**src/rtl/mem_write_monitor.sv**
```systemverilog
// Store-traffic checker for the single-cycle MIPS core. It compares committed
// stores, in order, against a loadable table of expected (address, data) pairs.
module mem_write_monitor #(
    parameter int ADDR_W  = 32,
    parameter int DATA_W  = 32,
    parameter int NUM_EXP = 4,
    parameter int TIMEOUT = 1000,
    localparam int IDX_W  = (NUM_EXP > 1) ? $clog2(NUM_EXP) : 1,
    localparam int CNT_W  = $clog2(NUM_EXP + 1)
) (
    input  logic              clk,
    input  logic              reset,
    input  logic              start,
    input  logic              memwrite,
    input  logic [ADDR_W-1:0] dataadr,
    input  logic [DATA_W-1:0] writedata,
    input  logic              exp_we,
    input  logic [IDX_W-1:0]  exp_idx,
    input  logic [ADDR_W-1:0] exp_addr,
    input  logic [DATA_W-1:0] exp_data,
    input  logic [ADDR_W-1:0] ign_lo,
    input  logic [ADDR_W-1:0] ign_hi,
    output logic              busy,
    output logic              done,
    output logic              pass,
    output logic              fail,
    output logic [1:0]        fail_code,
    output logic [ADDR_W-1:0] fail_addr,
    output logic [DATA_W-1:0] fail_data,
    output logic [CNT_W-1:0]  match_cnt,
    output logic [15:0]       ign_cnt
);

    typedef enum logic [1:0] {S_IDLE, S_RUN, S_PASS, S_FAIL} state_t;

    localparam int CYC_W = $clog2(TIMEOUT + 1) + 1;
    localparam logic [CYC_W-1:0] CYC_LAST = CYC_W'((TIMEOUT > 0) ? TIMEOUT - 1 : 0);
    localparam logic [CYC_W-1:0] CYC_SAT  = CYC_W'(TIMEOUT);
    localparam logic [IDX_W-1:0] IDX_LAST = IDX_W'(NUM_EXP - 1);

    state_t            state, state_n;
    logic [ADDR_W-1:0] tbl_addr [NUM_EXP];
    logic [DATA_W-1:0] tbl_data [NUM_EXP];
    logic [IDX_W-1:0]  ptr, ptr_n;
    logic [CYC_W-1:0]  cyc, cyc_n;
    logic [CNT_W-1:0]  match_n;
    logic [15:0]       ign_n, ign_inc;
    logic [1:0]        code_n;
    logic [ADDR_W-1:0] faddr_n;
    logic [DATA_W-1:0] fdata_n;
    logic              in_window, hit, timed_out, restart;

    // An inverted window (ign_lo > ign_hi) can never satisfy both bounds, so it is empty.
    assign in_window = (dataadr >= ign_lo) && (dataadr <= ign_hi);
    assign hit       = (dataadr == tbl_addr[ptr]) && (writedata == tbl_data[ptr]);
    assign timed_out = (TIMEOUT != 0) && (cyc >= CYC_LAST);
    assign restart   = start && (state != S_RUN);
    assign ign_inc   = (ign_cnt == 16'hFFFF) ? ign_cnt : ign_cnt + 16'd1;

    assign busy = (state == S_RUN);
    assign pass = (state == S_PASS);
    assign fail = (state == S_FAIL);
    assign done = pass || fail;

    always_ff @(posedge clk or negedge reset) begin
        if (!reset) begin
            for (int i = 0; i < NUM_EXP; i++) begin
                tbl_addr[i] <= '0;
                tbl_data[i] <= '0;
            end
        end else if (state == S_IDLE && exp_we && int'(exp_idx) < NUM_EXP) begin
            tbl_addr[exp_idx] <= exp_addr;
            tbl_data[exp_idx] <= exp_data;
        end
    end

    always_ff @(posedge clk or negedge reset) begin
        if (!reset) begin
            state     <= S_IDLE;
            ptr       <= '0;
            cyc       <= '0;
            match_cnt <= '0;
            ign_cnt   <= '0;
            fail_code <= '0;
            fail_addr <= '0;
            fail_data <= '0;
        end else begin
            state     <= state_n;
            ptr       <= ptr_n;
            cyc       <= cyc_n;
            match_cnt <= match_n;
            ign_cnt   <= ign_n;
            fail_code <= code_n;
            fail_addr <= faddr_n;
            fail_data <= fdata_n;
        end
    end

    // One event per edge; a write always outranks the timeout on the same cycle.
    always_comb begin
        state_n = state;
        ptr_n   = ptr;
        cyc_n   = cyc;
        match_n = match_cnt;
        ign_n   = ign_cnt;
        code_n  = fail_code;
        faddr_n = fail_addr;
        fdata_n = fail_data;

        case (state)
            S_RUN: begin
                if (cyc != CYC_SAT) begin
                    cyc_n = cyc + 1'b1;
                end
                if (memwrite && in_window) begin
                    ign_n = ign_inc;
                end else if (memwrite && hit) begin
                    match_n = match_cnt + 1'b1;
                    ptr_n   = ptr + 1'b1;
                    if (ptr == IDX_LAST) begin
                        state_n = S_PASS;
                    end
                end else if (memwrite) begin
                    state_n = S_FAIL;
                    code_n  = 2'd1;
                    faddr_n = dataadr;
                    fdata_n = writedata;
                end else if (timed_out) begin
                    state_n = S_FAIL;
                    code_n  = 2'd2;
                    faddr_n = '0;
                    fdata_n = '0;
                end
            end
            S_PASS: begin
                if (memwrite && in_window) begin
                    ign_n = ign_inc;
                end else if (memwrite) begin
                    state_n = S_FAIL;
                    code_n  = 2'd3;
                    faddr_n = dataadr;
                    fdata_n = writedata;
                end
            end
            default: begin
            end
        endcase

        // A start pulse from IDLE, PASS or FAIL wins over any write on the same edge.
        if (restart) begin
            state_n = S_RUN;
            ptr_n   = '0;
            cyc_n   = '0;
            match_n = '0;
            ign_n   = '0;
            code_n  = '0;
            faddr_n = '0;
            fdata_n = '0;
        end
    end

endmodule

```
**config.mk**
```make
export PLATFORM = sky130hd
export DESIGN_NAME = mem_write_monitor
export DESIGN_NICKNAME = d
export VERILOG_FILES = /design/src/rtl/mem_write_monitor.sv
export SDC_FILE = /design/constraint.sdc
export NUM_CORES = 1
export LEC_CHECK = 0
export CAP_MARGIN = 30
export CORE_ASPECT_RATIO = 2
export CORE_UTILIZATION = 36
export DETAILED_ROUTE_END_ITERATION = 8
export HOLD_SLACK_MARGIN = 0.08
export PLACE_DENSITY = 0.57
export SYNTH_ARGS = -nofsm -noshare
export SYNTH_HDL_FRONTEND = slang
export SYNTH_SLANG_ARGS = --single-unit
```
**constraint.sdc**
```tcl
create_clock -name clk -period 4.1 [get_ports clk]
set_input_delay 0.41 -clock clk [delete_from_list [all_inputs] [get_ports clk]]
set_output_delay 0.41 -clock clk [all_outputs]
set_load 0.005 [all_outputs]
```
* Yosys cells after proc, flatten, opt, wreduce, memory -nomap -nowiden *
Index checks and enable logic that the tools add are counted.

operators by class
  magnitude comparators = 6
  mux-type cells = 55
  equality and inequality tests = 18
  reduce and logical (&&, ||, !) cells = 21
  $add $sub $neg = 4
  bitwise operators = 2

operators with widths
  cell                                                                  count
  2-to-1 mux 32 bit                                                     18
  bitwise mux 128 bit                                                   2
  binary-select mux 32 bit (select 2 bit)                               2
  one-hot mux 32 bit (2 select lines)                                   2
  demux 32 bit (select 2 bit)                                           1
  == test 32 bit                                                        2
  2-to-1 mux 16 bit                                                     4
  2-to-1 mux 2 bit                                                      17
  2-to-1 mux 11 bit                                                     3
  greater-or-equal comparator 32 bit                                    1
  <= comparator 32 bit                                                  1
  adder 16 x 1 -> 16 bit (second input constant)                        1
  == test 16 bit (second input constant)                                1
  2-to-1 mux 3 bit                                                      4
  AND reduction 6 bit                                                   2
  adder 11 x 1 -> 11 bit (second input constant)                        1
  greater-or-equal comparator 11 x 10 -> 1 bit (second input constant)  1
  != test 11 x 10 -> 1 bit (second input constant)                      1
  nonzero test 2 bit                                                    5
  != test 3 bit (second input constant)                                 3
  one-hot mux 2 bit (2 select lines)                                    2
  logical AND 1 bit                                                     7
  == test 2 bit (second input constant)                                 3
  greater-or-equal comparator 3 bit (second input constant)             2
  other kinds (17)                                                      20

word-level totals
  word-level logic and storage cells = 122
  bits in registers = 356
  bits of input ports = 199

* Logic depth before layout (Yosys ltp) *
Gate-level depths: netlist of the first run.

  depth after elaboration = 11
  gate-level depth with buffers = 15
  gate-level depth less buffers = 10

* Worst setup path after synthesis of the first run *
No wires, ideal clock.

  path type = register to register
  from = register ptr[0]
  to = register fail_code[0]
  buffers on the path = 3
  path slack = 1.043 ns
  stages on the path, launching flop included = 11
  arrival time = 2.929 ns
  cell sequence = dfrtp_1 > buf_4 > buf_6 > mux4_2 > xnor2_1 > nand4_1 > or4_4 > nor4_4 > a21oi_1 > buf_4 > mux2_1

between the ends
  cells in the longest elaborated chain, start to end = 9

ends and longest elaborated chain
  element                                                RTL line  text
  from (decl)                                            44        logic [IDX_W-1:0] ptr, ptr_n;
  from (signal assigned)                                 89        ptr <= ptr_n;
  inverter 2 -> 3 bit (implied by the code) (*)          55        assign hit = (dataadr == tbl_addr[ptr]) && (writedata == tbl_data[ptr]);
  binary-select mux 32 bit (select 2 bit)                55
  2-to-1 mux 32 bit (implied by the code) (2 in series)  55
  == test 32 bit                                         55
  logical AND 1 bit (*)                                  55
  logical AND 1 bit (*)                                  117       end else if (memwrite && hit) begin
  != test 3 bit (no line) (*)                            --
  AND reduction 6 bit (no line) (*)                      --
  to (signal assigned)                                   93        fail_code <= code_n;
  to (decl)                                              27        output logic [1:0] fail_code,

Every way passes the cells marked *; elsewhere a longest branch is shown, timed or not. The select of a mux whose other input is x is not followed.
A chain may end at the register's enable or synchronous reset.

* Final worst setup path of the first run *
  from = register ptr[0]
  to = register ptr[1]

between the ends
  cells in the longest elaborated chain, start to end = 9

ends and longest elaborated chain
  element                                                RTL line
  inverter 2 -> 3 bit (implied by the code)              55
  binary-select mux 32 bit (select 2 bit)                55
  2-to-1 mux 32 bit (implied by the code) (2 in series)  55
  == test 32 bit                                         55
  logical AND 1 bit                                      55
  logical AND 1 bit                                      117
  nonzero test 2 bit (no line)                           --
  AND reduction 3 bit (no line)                          --

Several ways; a longest one is shown, not always the timed one. The select of a mux whose other input is x is not followed.

==> impl_metrics.py, run 1 <==
metrics = {
    "floorplan": {
        "dieArea_um2": 53400,
        "core_area_um2": 51800,
        "initial_utilization_pct": 36.4,
        "die_h_um": 326,
        "io_pins": 288,
        "std_cell_rows": 118,
        "die_w_um": 164,
    },
    "timing": {
        "worst_slack_ns": 0.280,
        "setup_viol": 0,
        "fmax_ghz": 0.262,
        "clock-skew-final_ns": 0.0135,
        "slew_headroom_pct": 35.4,
        "hold_violations": 0,
        "finalCriticalPeriod_ns": 3.82,
        "slew_violations": 0,
        "post-route-period-util_pct": 93.2,
        "rsz0062_at_grt": "false",
        "tightest_slew_ns": 0.968,
    },
    "grt": {
        "grt_pass1_vias": 15200,
        "grt_pass1_wl_mm": 95.6,
        "gr-total-overflow": 0,
        "grt_util_all_layers_pct": 24.3,
        "antenna_found_initial": 5,
        "grt_max_degree": 117,
    },
    "cells_and_area": {
        "area_delta_synth_final_pct": 28.6,
        "nNetsFinal": 2208,
        "drive_above_1_share_pct": 24.0,
        "postLayoutCellArea_um2": 24300,
    },
    "place": {
        "gp_congestion": 0.950,
        "post-place-ws_ns": -0.242,
        "io_buffers": 287,
        "place_area_um2": 23200,
        "hpwl_mm": 49.6,
    },
    "route": {
        "drtAntennaViolNets": 0,
        "via_per_inst": 5.34,
        "routed_wl_mm": 64.0,
        "wire_per_inst_um": 24.4,
        "drt-pass1-iter-count": 7,
        "drt-initial-drc-count": 726,
        "drc": 0,
        "vias": 14000,
    },
    "logic_synthesis": {
        "synth_nets": 1853,
        "ys_ff_latch": 356,
        "avgSynthCellArea_um2": 11.9,
        "syn_inst": 1580,
        "ys_top_cells_by_area": "dfrtp_1 (47%), mux2_2 (15%), mux2i_1 (6.2%), ha_1 (4.9%), mux4_2 (4.8%)",
        "synth_edf_count": 0,
        "synthArstFlopShare_pct": 100,
        "synth_common_cells": "dfrtp_1 (356), mux2_2 (259), inv_1 (145)",
        "synth_flop_cell": "dfrtp_1",
        "ys.warnings.count": 0,
        "synth_top_cell_by_area": "dfrtp_1",
        "synth.cell_area_um2": 18900,
        "synth_top_area_share_pct": 47.2,
        "yosysSeqAreaShare_pct": 47.2,
        "ys_types": 67,
        "synth_most_common_cell": "dfrtp_1",
    },
    "clock_network": {
        "htree_levels": 1,
        "ctsResizeCount": 0,
        "cts_tree": "done",
        "numClockSinks": 356,
        "clk_latency_ns": 0.58,
        "cts_inserted_buffers": 31,
        "post_cts_buffers": 0,
        "clk_pin_slew_ns": 0.07,
        "holdBufCountCts": 1,
        "root_buffer": "clkbuf_16",
        "cts_buffer_depth": 3,
    },
    "setup_path": {
        "cp_data_required_time_ns": 4.55,
        "rr_startpoint": "ptr[0]$_DFFE_PN0P_",
        "cp-start-kind": "flop",
        "worstReg2RegEnd": "ptr[1]$_DFFE_PN0P_",
        "r2r_slack_ns": 0.28,
        "path_class": "reg2reg",
        "cp.arrival_ns": 4.27,
        "critPathCaptureType": "flop",
        "cp_max_fo": 18,
        "cp-endpoint": "ptr[1]$_DFFE_PN0P_",
        "reg2reg_depth": 12,
        "crit_path_start": "ptr[0]$_DFFE_PN0P_",
    },
    "job": {
        "max_cap_viol_count": 0,
    },
    "hold_path": {
        "hold_path_class": "in2reg",
    },
    "pwr": {
        "powerDensity_nw_per_um2": 391,
        "p_leak_nw": 11.3,
        "vdd_drop_max_v": 0.000293,
    },
    "status": {
        "status": "finished clean",
    },
}
## sequential cells by signal, summed over array words and instances, names as in the netlist
register   cells
cyc           11
fail_addr     32
fail_code      2
fail_data     32
ign_cnt       16
match_cnt      3
ptr            2
state          2
tbl_addr     128
tbl_data     128
## power breakdown
group | leakage (nW) | internal [mW] | switching [mW]
sequential | 4.91 | 3.82 | 0.234
combinational | 5.83 | 1.30 | 1.10
clock | 0.510 | 1.69 | 1.32
## layout make-up
| type | instances | area (um^2) |
|---|---|---|
| diodes | 2 | 5.00 |
| flip-flops and latches | 356 | 8920 |
| clock inverters | 7 | 85.1 |
| well taps | 660 | 826 |
| repair buffers | 389 | 3870 |
| fillers | 4802 | 27600 |
| multi-input cells | 1012 | 9070 |
| clock buffers | 48 | 940 |
| inverters | 145 | 544 |
## worst min-delay path by stage
stage | startpoint | endpoint | cells past startpoint
final | writedata[2] | fail_data[2]$_DFFE_PN0P_ | 3
after global routing | writedata[14] | fail_data[14]$_DFFE_PN0P_ | 3
after CTS | writedata[2] | fail_data[2]$_DFFE_PN0P_ | 3
after detailed placement | fail_code[0]$_DFFE_PN0P_ | fail_code[0]$_DFFE_PN0P_ | 1
after global placement | fail_addr[13]$_DFFE_PN0P_ | fail_addr[13]$_DFFE_PN0P_ | 1
after floorplan | reset | cyc[0]$_DFFE_PN0P_ | 0
## worst max-delay path, cell delays in order, from the launching register on
cell,delay (ns)
dfrtp_4,0.69
buf_4,0.36
buf_4,0.25
nor2b_1,0.06
a22oi_1,0.23
nand2_1,0.09
a2111oi_0,0.71
buf_4,0.22
nand4_1,0.16
nor4_2,0.32
buf_4,0.20
and3_1,0.24
o21ai_1,0.13
## per-layer routing
metal	vias up	track usage, %	routed length (um)	part of all wire (%)
li1	6357	-	-	-
met1	7099	27.5	24200	38
met2	405	45.2	34400	54
met3	111	2.65	2620	4.1
met4	4	10.6	2840	4.4
met5	-	0	23	0.036
## cells in the final DEF, fill, tap and decap left out, types with 11 or more instances in the layout
cell	n
a21oi_1	50
buf_12	15
buf_4	83
clkbuf_16	31
clkdlybuf4s50_1	286
dfrtp_1	354
ha_1	74
inv_1	145
mux2_2	259
mux2i_1	116
mux4_2	40
nand2_1	111
nand2b_1	11
nand3_1	23
nand4_1	42
nor2_1	32
nor3_1	18
o21ai_0	29
xnor2_1	48
## through the flow
stage                     hold slack, ns  total power [mW]  instances  setup TNS (ns)  utilization (%)
after floorplan                    0.114              5.02       1580               0                -
after global placement             0.469              6.51       2558          -28.27             44.7
after detailed placement           0.484              6.54       2561          -15.35             44.8
after CTS                          0.431              9.58       2617               0             46.8
after global routing               0.472              9.91       2619               0             46.8
final                              0.452              9.47       2619               0             46.8
## cell families (layout without fill, tap and decap cells)
family | after synthesis | count (layout) | share of synthesized area, %
adder cells (fa/ha/maj) | 74 | 74 | 4.91
buffers and inverters | 212 | 589 | 4.81
AO/OA/AOI/OAI | 165 | 165 | 5.74
other | 0 | 2 | 0
flip-flops | 356 | 356 | 47.2
AND/OR/NAND/NOR | 299 | 299 | 8.05
multiplexers | 423 | 423 | 26.9
XOR/XNOR | 51 | 51 | 2.37
Power figures use the tool's default switching activity.
==> run 2: changes to the inputs <==
--- a/config.mk
+++ b/config.mk
@@ -7,6 +7,7 @@
 export LEC_CHECK = 0
 export CAP_MARGIN = 30
 export CORE_ASPECT_RATIO = 2
+export CORE_MARGIN = 4
 export CORE_UTILIZATION = 36
 export DETAILED_ROUTE_END_ITERATION = 8
 export HOLD_SLACK_MARGIN = 0.08
==> impl_metrics.py, run 2 (synthesis gave the netlist of run 1 again) <==
metrics = {
    "route": {
        "drt-initial-drc-count": 757,
        "drtAntennaViolNets": 0,
        "drt-pass1-iter-count": 5,
        "vias": 14000,
        "wire_per_inst_um": 24.7,
        "routed_wl_mm": 65.0,
        "via_per_inst": 5.31,
        "drc": 0,
    },
    "place": {
        "gp_congestion": 0.967,
        "post-place-ws_ns": -0.385,
        "place_area_um2": 23200,
        "hpwl_mm": 50.5,
        "io_buffers": 287,
    },
    "grt": {
        "gr-total-overflow": 0,
        "antenna_found_initial": 4,
        "grt_util_all_layers_pct": 22.7,
        "grt_max_degree": 109,
        "grt_pass1_vias": 15300,
        "grt_pass1_wl_mm": 96.4,
    },
    "clock_network": {
        "htree_levels": 2,
        "cts_inserted_buffers": 34,
        "numClockSinks": 356,
        "clk_pin_slew_ns": 0.07,
        "root_buffer": "clkbuf_16",
        "cts_tree": "done",
        "clk_latency_ns": 0.54,
        "cts_buffer_depth": 3,
    },
    "timing": {
        "slew_violations": 0,
        "rsz0062_at_grt": "false",
        "post-route-period-util_pct": 95.7,
        "clock-skew-final_ns": 0.0197,
        "slew_headroom_pct": 40.4,
        "fmax_ghz": 0.255,
        "hold_violations": 0,
        "setup_viol": 0,
        "tightest_slew_ns": 0.894,
        "worst_slack_ns": 0.177,
        "finalCriticalPeriod_ns": 3.92,
    },
    "cells_and_area": {
        "regArea_um2": 8920,
        "drive_above_1_share_pct": 24.3,
        "nNetsFinal": 2219,
        "reg.largest.list": "tbl_addr: 128 flops, tbl_data: 128 flops",
        "area_delta_synth_final_pct": 29.1,
        "postLayoutCellArea_um2": 24300,
        "multi_input_area_um2": 9070,
        "fillers": 4773,
        "most-common-layout-cells": "dfrtp_1 (354), clkdlybuf4s50_1 (286), mux2_2 (259), inv_1 (145), mux2i_1 (116)",
        "layout_commonest_cell": "dfrtp_1",
    },
    "floorplan": {
        "dieArea_um2": 56300,
        "io_pins": 288,
        "die_w_um": 170,
        "core_area_um2": 51800,
        "initial_utilization_pct": 36.4,
        "std_cell_rows": 118,
        "die_h_um": 332,
    },
    "setup_path": {
        "cp-start-kind": "input pin",
        "path_class": "in2reg",
        "cp_max_fo": 14,
        "cp_data_required_time_ns": 4.54,
        "critPathCaptureType": "flop",
        "cp.arrival_ns": 4.36,
    },
    "status": {
        "status": "finished clean",
    },
    "pwr": {
        "combPwrFrac_pct": 24.9,
        "p_int_mw": 7.00,
        "powerDensity_nw_per_um2": 399,
        "vdd_drop_max_v": 0.000256,
        "netSwitchingPower_mw": 2.71,
        "switching_share_pct": 28.0,
        "seqPwrFrac_pct": 41.7,
        "p_leak_nw": 11.3,
        "p_clk_share_pct": 33.4,
    },
    "job": {
        "max_cap_viol_count": 0,
    },
    "hold_path": {
        "hold_path_class": "in2reg",
    },
}
==> run 2: final timing paths <==
| kind | startpoint | endpoint | slack [ns] | cells past startpoint |
|---|---|---|---|---|
| max | dataadr[12] | fail_addr[1]$_DFFE_PN0P_ | 0.18 | 12 |
| min | writedata[16] | fail_data[16]$_DFFE_PN0P_ | 0.49 | 3 |
| max reg2reg | ptr[0]$_DFFE_PN0P_ | fail_addr[1]$_DFFE_PN0P_ | 0.21 | 10 |
| min reg2reg | tbl_addr[2]$_DFFE_PN0P_ | tbl_addr[2]$_DFFE_PN0P_ | 0.50 | 1 |
| max in group asynchronous | reset | tbl_data[96]$_DFFE_PN0P_ | 2.38 | 3 |
| min in group asynchronous | reset | fail_data[12]$_DFFE_PN0P_ | 0.51 | 2 |
==> run 2: area by class of cell <==
| cell class | count | share of cell area, % |
|---|---|---|
| diodes | 4 | 0.0411 |
| repair buffers | 397 | 15.8 |
| inverters | 145 | 2.24 |
| well taps | 660 | 3.39 |
| clock buffers | 53 | 4.16 |
| clock inverters | 6 | 0.447 |
| flip-flops and latches | 356 | 36.6 |
| multi-input cells | 1012 | 37.3 |
==> run 2: stage by stage <==
step	setup TNS (ns)	hold slack, ns	instances	util (%)	power (mW)
2_1_floorplan	0	0.114	1580	-	5.02
3_3_place_gp	-22.41	0.473	2569	44.8	6.51
3_5_place_dp	-25.13	0.489	2569	44.8	6.55
4_1_cts	0	0.475	2629	47.0	9.85
5_1_grt	0	0.507	2632	47.0	10.2
6_report	0	0.490	2633	47.0	9.71
==> run 2: what timing repair did <==
action | in CTS | in global routing
hold buffers | 1 | 0
setup buffers | 0 | 0
hold endpoints to repair | 97 | 0
resized for setup | 0 | 0
==> run 2: layer usage <==
metal  share of wire [%]  global-route usage (%)
met2                  52                    40.8
met1                  39                    26.7
met4                 4.8                    10.2
met5               0.031                       0
met3                 4.7                    2.89
==> run 2: power by group through the flow <==
stage          sequential [mW]  combinational [mW]  clock (mW)
6_report                  4.05                2.42        3.24
5_1_grt                   4.09                2.62        3.45
4_1_cts                   4.05                2.45        3.34
3_5_place_dp              4.11                2.44           0
3_3_place_gp              4.11                2.40           0
2_1_floorplan             4.07               0.952           0
==> run 2: worst max-delay path, stage by stage <==
cell and delay, ns:
clkdlybuf4s50_1 0.57, ha_1 0.36, nand4_1 0.17, nor4_1 0.40, a21boi_0 0.64, o311ai_0 0.24, o211ai_1 0.15, o21ai_0 0.12
buf_4 0.16, a21oi_4 0.62, buf_12 0.26, mux2i_1 0.23
==> run 3: changes to the inputs <==
--- a/config.mk
+++ b/config.mk
@@ -6,12 +6,13 @@
 export NUM_CORES = 1
 export LEC_CHECK = 0
 export CAP_MARGIN = 30
-export CORE_ASPECT_RATIO = 2
 export CORE_MARGIN = 4
 export CORE_UTILIZATION = 36
+export CTS_CLUSTER_SIZE = 30
 export DETAILED_ROUTE_END_ITERATION = 8
 export HOLD_SLACK_MARGIN = 0.08
 export PLACE_DENSITY = 0.57
+export SKIP_CTS_REPAIR_TIMING = 1
 export SYNTH_ARGS = -nofsm -noshare
 export SYNTH_HDL_FRONTEND = slang
 export SYNTH_SLANG_ARGS = --single-unit
==> impl_metrics.py, run 3 (synthesis gave the netlist of run 1 again) <==
metrics = {
    "pwr": {
        "switching_share_pct": 27.9,
        "powerDensity_nw_per_um2": 411,
        "power.total_mw": 9.97,
        "netSwitchingPower_mw": 2.78,
        "vdd_drop_max_v": 0.000296,
        "p_leak_nw": 11.2,
        "combPwrFrac_pct": 23.8,
        "p_clk_share_pct": 35.8,
        "p_int_mw": 7.18,
        "seqPwrFrac_pct": 40.3,
    },
    "place": {
        "gp_congestion": 0.925,
        "post-place-ws_ns": 0.0406,
        "dp_cells": 2551,
        "place_area_um2": 23000,
        "hpwl_mm": 45.7,
        "io_buffers": 287,
    },
    "status": {
        "status": "finished clean",
    },
    "grt": {
        "antenna_found_initial": 6,
        "grt_pass1_vias": 14500,
        "gr-total-overflow": 0,
        "grt_pass1_wl_mm": 90.8,
        "grt_util_all_layers_pct": 21.2,
        "grt_max_degree": 108,
    },
    "setup_path": {
        "cp_max_fo": 21,
        "critPathCaptureType": "flop",
        "path_class": "reg2reg",
        "cp_data_required_time_ns": 4.52,
        "cp_slowest_cell": "dfrtp_4",
        "rr_startpoint": "ptr[1]$_DFFE_PN0P_",
        "r2r_slack_ns": 0.27,
        "worstReg2RegEnd": "fail_addr[20]$_DFFE_PN0P_",
        "cpPeakStageDelay_ns": 0.65,
        "reg2reg_depth": 10,
        "cpMostUsedCell": "mux2i_1",
        "cp.arrival_ns": 4.26,
        "cp_cell_sequence": "buf_12 > mux2i_1 > o2bb2ai_1 > a2111oi_2 > o22ai_1 > or4_4 > nor4_4 > a21oi_4 > buf_4 > mux2i_1",
        "cp-start-kind": "flop",
    },
    "floorplan": {
        "io_pins": 288,
        "std_cell_rows": 83,
        "initial_utilization_pct": 36.5,
        "core_area_um2": 51600,
        "dieArea_um2": 56100,
        "die_h_um": 237,
        "die_w_um": 237,
    },
    "route": {
        "drt-initial-drc-count": 829,
        "drtAntennaViolNets": 0,
        "drt-pass1-iter-count": 5,
        "vias": 13800,
        "routed_wl_mm": 60.6,
        "via_per_inst": 5.28,
        "drc": 0,
        "wire_per_inst_um": 23.1,
    },
    "timing": {
        "setup_tns_ns": 0,
        "clock-skew-final_ns": 0.0188,
        "tightest_slew_ns": 0.893,
        "hold_violations": 0,
        "post-route-period-util_pct": 93.5,
        "rsz0062_at_grt": "false",
        "finalCriticalPeriod_ns": 3.83,
        "worst_slack_ns": 0.267,
        "setup_viol": 0,
        "holdWs_ns": 0.461,
        "fmax_ghz": 0.261,
        "slew_headroom_pct": 40.5,
        "slew_violations": 0,
    },
    "hold_path": {
        "hold_path_class": "in2reg",
        "hold_depth": 3,
        "worstHoldEndpoint": "fail_data[20]$_DFFE_PN0P_",
        "worstHoldStart": "writedata[20]",
    },
    "clock_network": {
        "root_buffer": "clkbuf_16",
        "cts_inserted_buffers": 40,
        "numClockSinks": 356,
        "clk_pin_slew_ns": 0.06,
        "htree_levels": 2,
        "clk_latency_ns": 0.56,
        "cts_buffer_depth": 3,
        "cts_tree": "done",
    },
    "cells_and_area": {
        "reg.largest.list": "tbl_addr: 128 flops, tbl_data: 128 flops",
        "drive_above_1_share_pct": 23.3,
        "final_util_pct": 47.0,
        "postLayoutCellArea_um2": 24300,
        "nNetsFinal": 2187,
        "fillers": 4703,
        "instances_no_fill": 2625,
        "area_delta_synth_final_pct": 28.7,
        "layout_commonest_cell": "dfrtp_1",
        "most-common-layout-cells": "dfrtp_1 (354), clkdlybuf4s50_1 (286), mux2_2 (259), inv_1 (145), mux2i_1 (116)",
    },
    "job": {
        "max_cap_viol_count": 0,
    },
}
run 3: cell types whose count changed in the layout (fill, tap and decap cells not counted), sizes merged:
cell,before,now
buf,110,72
bufinv,3,2
clkbuf,53,58
clkinv,2,8
clkinvlp,0,1
inv,146,145
run 3: area by class of cell:
cell class	instances	area [um^2]	area share (%)
clock inverter	11	119	0.490
multi-input combinational	1012	9070	37.4
antenna	4	10.0	0.0412
sequential	356	8920	36.7
tap	680	851	3.50
timing repair buffer	359	3580	14.8
clock buffer	58	1180	4.87
inverter	145	544	2.24
run 3: worst max-delay path, delay by kind of cell, from the launching register on:
family          cells  cell delay (ns)
simple gates        2             0.97
compound gates      4             0.94
flops               1             0.65
mux                 2             0.61
buf+inv             2             0.50
run 3: per-layer routing:
| layer | vias to the layer above | part of all wire, % | GRT usage, % |
|---|---|---|---|
| met5 | - | 0.043 | 0 |
| met4 | 4 | 3.2 | 7.29 |
| met3 | 94 | 6.5 | 4.68 |
| met2 | 425 | 46 | 33.5 |
| met1 | 6987 | 44 | 28.9 |
| li1 | 6337 | - | - |
run 3: power by group through the flow:
stage	clock network, mW	registers [mW]	logic, mW
floorplan	0	4.07	0.952
global placement	0	4.08	2.36
detailed placement	0	4.09	2.39
CTS	3.67	4.02	2.40
global route	3.81	4.06	2.58
finish	3.57	4.02	2.37
run 3: worst max-delay path by stage:
stage / startpoint / endpoint / cells after the start
6_report: ptr[1]$_DFFE_PN0P_ / fail_addr[20]$_DFFE_PN0P_ / 10
5_1_grt: ptr[1]$_DFFE_PN0P_ / fail_addr[15]$_DFFE_PN0P_ / 10
4_1_cts: ptr[1]$_DFFE_PN0P_ / fail_addr[20]$_DFFE_PN0P_ / 10
3_5_place_dp: dataadr[0] / fail_addr[20]$_DFFE_PN0P_ / 13
3_3_place_gp: dataadr[0] / fail_addr[15]$_DFFE_PN0P_ / 13
2_1_floorplan: ptr[0]$_DFFE_PN0P_ / fail_code[0]$_DFFE_PN0P_ / 10
